`src/rtl/adc_pkg.sv`:
```
// adc_pkg: shared constants, FSM state encoding, round-robin and lowest-bit pick helpers
package adc_pkg;
  localparam int ADC_NCH = 8;
  localparam int ADC_CHW = 3;
  localparam int ADC_DW = 12;
  typedef enum logic [1:0] {S_IDLE, S_START, S_WAIT, S_DELIVER} state_t;
  function automatic logic [ADC_CHW-1:0] rr_pick(input logic [ADC_NCH-1:0] vec, input logic [ADC_CHW-1:0] ptr, input int n);
    logic [ADC_CHW-1:0] r;
    logic f;
    r = '0;
    f = 1'b0;
    for (int i = 0; i < ADC_NCH; i++) begin
      int k;
      k = (int'(ptr) + i) % n;
      if (!f && i < n && vec[k[ADC_CHW-1:0]]) begin
        r = k[ADC_CHW-1:0];
        f = 1'b1;
      end
    end
    return r;
  endfunction
  function automatic logic [ADC_CHW-1:0] lsb_idx(input logic [ADC_NCH-1:0] m);
    logic [ADC_CHW-1:0] r;
    r = '0;
    for (int i = ADC_NCH - 1; i >= 0; i--) if (m[i]) r = ADC_CHW'(i);
    return r;
  endfunction
endpackage

```
`src/rtl/adc_scan_timer.sv`:
```
// adc_scan_timer: sweep trigger counter, latched mask, next-channel pointer (oCH), pending and sticky overrun flags
module adc_scan_timer import adc_pkg::*; #(
  parameter int SCAN_PERIOD = 50000
) (
  input  logic               iCLK,
  input  logic               iRST,
  input  logic               iEN,
  input  logic [ADC_NCH-1:0] iMASK,
  input  logic               iADV,
  output logic               oPENDING,
  output logic [ADC_CHW-1:0] oCH,
  output logic               oOVR
);
  localparam int CW = $clog2(SCAN_PERIOD);
  logic [CW-1:0] r_cnt;
  logic [ADC_NCH-1:0] r_mask;
  logic [ADC_CHW-1:0] r_ch;
  logic r_pend, r_ovr, w_fire;
  logic [ADC_NCH-1:0] w_rem;
  assign w_fire = iEN && r_cnt == CW'(SCAN_PERIOD - 1);
  assign w_rem = r_mask & ~(ADC_NCH'(1) << r_ch);
  assign oPENDING = r_pend;
  assign oCH = r_ch;
  assign oOVR = r_ovr;
  always_ff @(posedge iCLK) begin
    if (iRST) begin
      r_cnt <= '0;
      r_mask <= '0;
      r_ch <= '0;
      r_pend <= 1'b0;
      r_ovr <= 1'b0;
    end else begin
      r_cnt <= (!iEN || w_fire) ? '0 : r_cnt + 1'b1;
      if (w_fire && r_pend) r_ovr <= 1'b1;
      if (iADV) begin
        r_mask <= w_rem;
        r_pend <= |w_rem;
        r_ch <= lsb_idx(w_rem);
      end else if (w_fire && !r_pend && |iMASK) begin
        r_mask <= iMASK;
        r_ch <= lsb_idx(iMASK);
        r_pend <= 1'b1;
      end
    end
  end
endmodule

```
`src/rtl/adc_conv_sched.sv`:
```
// adc_conv_sched: round-robin scheduler sharing one serial ADC engine between requesters and a background scanner, with result bank
module adc_conv_sched import adc_pkg::*; #(
  parameter int N_REQ = 2,
  parameter int DW = ADC_DW,
  parameter int SCAN_PERIOD = 50000,
  parameter int TIMEOUT = 64
) (
  input  logic               iCLK,
  input  logic               iRST,
  input  logic [N_REQ-1:0]   iREQ,
  input  logic [3*N_REQ-1:0] iREQ_CH,
  output logic               oVALID,
  output logic [2:0]         oID,
  output logic [DW-1:0]      oDATA,
  output logic               oERR,
  input  logic               iSCAN_EN,
  input  logic [7:0]         iSCAN_MASK,
  output logic               oSCAN_OVR,
  input  logic [2:0]         iRD_CH,
  output logic [DW-1:0]      oRD_DATA,
  output logic               oADC_START,
  output logic [2:0]         oADC_CH,
  input  logic               iADC_DONE,
  input  logic [DW-1:0]      iADC_DATA
);
  localparam int TW = $clog2(TIMEOUT) + 1;
  state_t r_state, w_next;
  logic [2:0] r_win, r_ch, r_rr, w_pick, w_sel_ch, w_scan_ch;
  logic [DW-1:0] r_data, r_rd;
  logic [DW-1:0] r_bank [ADC_NCH];
  logic [TW-1:0] r_tcnt;
  logic r_err, w_pend, w_adv, w_timeout;
  logic [ADC_NCH-1:0] w_vec;
  assign w_vec = ADC_NCH'({w_pend, iREQ});
  assign w_pick = rr_pick(w_vec, r_rr, N_REQ + 1);
  assign w_adv = r_state == S_DELIVER && r_win == 3'(N_REQ);
  assign w_timeout = r_tcnt == TW'(TIMEOUT - 1);
  assign oID = r_win;
  assign oDATA = r_data;
  assign oERR = r_err;
  assign oADC_CH = r_ch;
  assign oRD_DATA = r_rd;
  always_comb begin
    w_sel_ch = w_scan_ch;
    for (int k = 0; k < N_REQ; k++) if (w_pick == 3'(k)) w_sel_ch = iREQ_CH[3*k +: 3];
  end
  adc_scan_timer #(.SCAN_PERIOD(SCAN_PERIOD)) u_scan (
    .iCLK(iCLK),
    .iRST(iRST),
    .iEN(iSCAN_EN),
    .iMASK(iSCAN_MASK),
    .iADV(w_adv),
    .oPENDING(w_pend),
    .oCH(w_scan_ch),
    .oOVR(oSCAN_OVR)
  );
  always_ff @(posedge iCLK) r_state <= iRST ? S_IDLE : w_next;
  always_comb begin
    oADC_START = r_state == S_START;
    oVALID = r_state == S_DELIVER;
    w_next = r_state == S_IDLE ? (|w_vec ? S_START : S_IDLE) :
             r_state == S_START ? S_WAIT :
             r_state == S_WAIT ? ((iADC_DONE || w_timeout) ? S_DELIVER : S_WAIT) : S_IDLE;
  end
  // The timeout counter runs from the START cycle so an abort lands exactly TIMEOUT cycles after START.
  always_ff @(posedge iCLK) begin
    if (iRST) begin
      r_win <= '0;
      r_ch <= '0;
      r_rr <= '0;
      r_data <= '0;
      r_err <= 1'b0;
      r_tcnt <= '0;
      r_rd <= '0;
      for (int i = 0; i < ADC_NCH; i++) r_bank[i] <= '0;
    end else begin
      r_rd <= r_bank[iRD_CH];
      r_tcnt <= (r_state == S_START || r_state == S_WAIT) ? r_tcnt + 1'b1 : '0;
      if (r_state == S_IDLE && |w_vec) begin
        r_win <= w_pick;
        r_ch <= w_sel_ch;
      end
      if (r_state == S_WAIT && iADC_DONE) begin
        r_data <= iADC_DATA;
        r_err <= 1'b0;
      end else if (r_state == S_WAIT && w_timeout) begin
        r_data <= '0;
        r_err <= 1'b1;
      end
      if (w_adv && !r_err) r_bank[r_ch] <= r_data;
      if (r_state == S_DELIVER) r_rr <= r_win == 3'(N_REQ) ? '0 : r_win + 1'b1;
    end
  end
endmodule

```
`config.mk`:
```
export PLATFORM = sky130hd
export DESIGN_NAME = adc_conv_sched
export DESIGN_NICKNAME = d
export VERILOG_FILES = /design/src/rtl/adc_pkg.sv /design/src/rtl/adc_scan_timer.sv /design/src/rtl/adc_conv_sched.sv
export SDC_FILE = /design/constraint.sdc
export NUM_CORES = 1
export LEC_CHECK = 0
export CAP_MARGIN = 5
export CORE_MARGIN = 4
export CORE_UTILIZATION = 45
export DETAILED_ROUTE_END_ITERATION = 8
export MAX_ROUTING_LAYER = met4
export PLACE_DENSITY = 0.62
export SYNTH_ARGS = -nofsm -noshare
export SYNTH_HDL_FRONTEND = slang
export SYNTH_SLANG_ARGS = --single-unit
```
`constraint.sdc`:
```
create_clock -name iCLK -period 4.4 [get_ports iCLK]
set_clock_uncertainty 0.15 [all_clocks]
set_input_delay 0.88 -clock iCLK [delete_from_list [all_inputs] [get_ports iCLK]]
set_output_delay 0.88 -clock iCLK [all_outputs]
set_load 0.05 [all_outputs]
```
==> results.json <==
{
  "status": "finished clean",
  "combinationalPowerShare_pct": 9.0,
  "cp_max_fo": 7,
  "min_path_type": "reg -> reg",
  "dr_wl_met2_um": 10170,
  "arrival_ns": 4.30,
  "gp_congestion": 0.8651,
  "r2r_cells": 16,
  "finalHoldViolCount": 0,
  "r2r_setup_slack_ns": 0.27,
  "whs_path_depth": 1,
  "top_layer": "met4",
  "p_switching_w": 0.0008225,
  "antenna_found_initial": 0,
  "wl_per_cell_um": 19.08,
  "rows": 49,
  "pre_cts_ws_ns": 0.08143,
  "grt_pass1_vias": 5973,
  "ir_drop_mv": 0.2527,
  "synth.distinct_cells": 72,
  "synth.area.top_cells": "edfxtp_1 (35%), dfxtp_1 (17%), and2_1 (7.4%), mux4_2 (6.5%), nor2_1 (4.1%)",
  "hold_end": "u_scan.r_cnt[0]$_SDFF_PP0_",
  "slowest_delay_ns": 0.38,
  "syn_area_um2": 8273,
  "internal_power_w": 0.002748,
  "synth_edf_count": 96,
  "drt_iter0_markers": 439,
  "synthArstFlopShare_pct": 0,
  "drive_gt1_share_pct": 11.88,
  "antenna_left": 0,
  "synth_top_area_share_pct": 34.85,
  "required_ns": 4.57,
  "io_pins": 69,
  "setup_ws_ns": 0.2713,
  "endpoint_kind": "register",
  "cts.sinks": 168,
  "nets": 878,
  "ys_ff_latch": 168,
  "grt-ovfl-total": 0,
  "syn_inst": 751,
  "gr-usage-all-layers_pct": 20.76,
  "cp_common_cell": "ha_1",
  "setup-tns-final_ns": 0,
  "num_antenna_cells": 0,
  "wl_met3_um": 765,
  "r2r-start": "r_rr[1]$_SDFFE_PP0P_",
  "port_buffers": 68,
  "syn_nets": 809,
  "crit_path_top_delay_cell": "ha_1",
  "cts_tree": "yes",
  "yosysMostFrequentCell": "and2_1",
  "fin_crit_sh_pct": 93.83,
  "critPathBufInv": 1,
  "drv_slew": 0,
  "cts_buffer_depth": 2,
  "grt_pass1_wl_um": 31970,
  "wl_met1_um": 9089,
  "setup_viol": 0,
  "synth_largest_area_cell": "edfxtp_1",
  "dp_hpwl_um": 13270,
  "via_per_inst": 5.647,
  "vias": 5997,
  "cts.clk_slew.worst_paths_ns": 0.06,
  "layout_min_cycle_time_ns": 4.129,
  "hold_start": "u_scan.r_cnt[0]$_SDFF_PP0_",
  "rr_endpoint": "oADC_CH[0]$_SDFFE_PP0P_",
  "crit_chain": "ha_2 > xnor2_4 > clkinv_1 > ha_1 > nand3_1 > nand2_1 > o2111a_2 > xnor2_1 > ha_1 > a211oi_4 > a21bo_2 > a32oi_1 > o32a_1 > o31ai_4 > or3_1 > a311oi_1",
  "fp.dieArea_um2": 20620,
  "cellLeakagePower_nw": 3.619,
  "ys_seq_area_share_pct": 52.27,
  "drc_errors": 0,
  "synth.cells.most_frequent": "and2_1 (98), edfxtp_1 (96), nor2_1 (91)",
  "cp_top_family": "compound AO/OA/AOI/OAI gates",
  "core-area_um2": 18020,
  "tightest_slew_ns": 0.9621,
  "fmax_ghz": 0.2422,
  "grt_max_degree": 59,
  "power_density_nw_per_um2": 361.3,
  "ys_warn_count": 0,
  "start_util_pct": 45.90,
  "p_clk_share_pct": 42.6,
  "area_growth_pct": 19.46,
  "critPathKind": "reg -> reg",
  "dr.pass1.iters": 5,
  "synth-main-ff-cell": "edfxtp_1",
  "grt_setup_unrepaired": "false",
  "wirelength_um": 20260,
  "swShare_pct": 23.03,
  "cts_buffers": 17,
  "die_width_um": 143.6,
  "maxCapViolCount": 0,
  "h-tree-depth": 4,
  "die_y_um": 143.6,
  "clock_latency_ns": 0.42,
  "clk_root_buffer_cell": "clkbuf_16",
  "power_frac_seq_pct": 48.4,
  "slew_headroom_pct": 35.66,
  "start_kind": "register",
  "synth_area_per_cell_um2": 11.02
}
-- through the flow --
stage	util [%]	cells	hold WS, ns	area, um^2	power (W)
3_5_place_dp	51.17	1029	0.2854	9223	0.002083
6_report	54.83	1062	0.2969	9883	0.003571
4_1_cts	54.57	1061	0.2992	9837	0.003604
2_1_floorplan	-	751	0.2632	8273	0.001960
3_3_place_gp	51.17	1029	0.2725	9223	0.002076
5_1_grt	54.83	1062	0.3287	9883	0.003695
-- logic make-up after synthesis --
group           synth area share, %
xor+xnor                      2.843
flops                         52.27
fa+ha+maj                     3.479
compound gates                10.19
mux                           8.348
buf+inv                       3.010
simple gates                  19.86
-- power groups by stage --
stage / Sequential [W] / Clock (W) / Combinational (W)
finish: 0.00173 / 0.00152 / 0.000321
global route: 0.00173 / 0.00162 / 0.000344
CTS: 0.00173 / 0.00155 / 0.000321
detailed placement: 0.00176 / 0 / 0.000320
global placement: 0.00176 / 0 / 0.000315
floorplan: 0.00181 / 0 / 0.000154
-- placed cells by master (no fill, tap or decap), types with 4 or more instances in the layout --
cell type and n:
a211oi_1 8, a21o_1 4, a21oi_1 29, a22oi_1 15, a311oi_1 4, and2_1 98, and3_1 6, buf_4 18
clkbuf_16 20, clkdlybuf4s50_1 67, dfxtp_1 70, edfxtp_1 96, ha_1 20, inv_1 27, mux2i_1 15, mux4_2 24
nand2_1 31, nand2b_1 9, nand3_1 15, nand3b_1 4, nand4_1 4, nor2_1 91, nor3_1 18, o21ai_0 18
o31ai_1 4, or2_2 10, or3_1 7, xnor2_1 14, xor2_1 11
-- worst max-delay path by stage --
stage                               startpoint                      end  slack, ns  cells past startpoint
final                     r_rr[1]$_SDFFE_PP0P_  oADC_CH[0]$_SDFFE_PP0P_       0.27                     16
after floorplan           r_rr[0]$_SDFFE_PP0P_  oADC_CH[2]$_SDFFE_PP0P_       0.41                     17
after CTS                 r_rr[1]$_SDFFE_PP0P_  oADC_CH[0]$_SDFFE_PP0P_       0.05                     16
after global placement    r_rr[1]$_SDFFE_PP0P_  oADC_CH[2]$_SDFFE_PP0P_       0.32                     16
after global routing      r_rr[1]$_SDFFE_PP0P_  oADC_CH[0]$_SDFFE_PP0P_       0.02                     16
after detailed placement  r_rr[1]$_SDFFE_PP0P_  oADC_CH[2]$_SDFFE_PP0P_       0.08                     16
-- worst register-to-register path, stage by stage (launching register included) --
cell and delay, ns:
dfxtp_2 0.35, ha_2 0.20, xnor2_4 0.22, clkinv_1 0.14, ha_1 0.38, nand3_1 0.14, nand2_1 0.12, o2111a_2 0.24
xnor2_1 0.08, ha_1 0.27, a211oi_4 0.30, a21bo_2 0.27, a32oi_1 0.20, o32a_1 0.23, o31ai_4 0.12, or3_1 0.36
a311oi_1 0.25
-- layout make-up --
class | instances | area (um^2)
Sequential cell | 168 | 4327
Clock buffer | 24 | 535.5
Inverter | 29 | 108.9
Multi-Input combinational cell | 518 | 3736
Clock inverter | 8 | 78.83
Fill cell | 1541 | 8142
Tap cell | 229 | 286.5
Timing Repair Buffer | 86 | 810.8
-- sequential cells by signal, indices dropped and copies added (netlist names), 7 cells and up --
name,cells
oDATA,12
oRD_DATA,12
r_bank,96
r_tcnt,7
u_scan.r_cnt,16
u_scan.r_mask,8
-- routing by layer --
layer	up-vias	global-route usage [%]
met4	0	5.203
li1	2843	-
met5	-	-
met3	23	3.361
met2	137	34.31
met1	2994	26.94
-- timing repair --
item,4_1_cts,5_1_grt
buffers inserted,0,1
gates resized for setup,0,9
hold buffers,0,0
endpoints found under the setup margin,0,4
(Power assumes the default switching activity.)
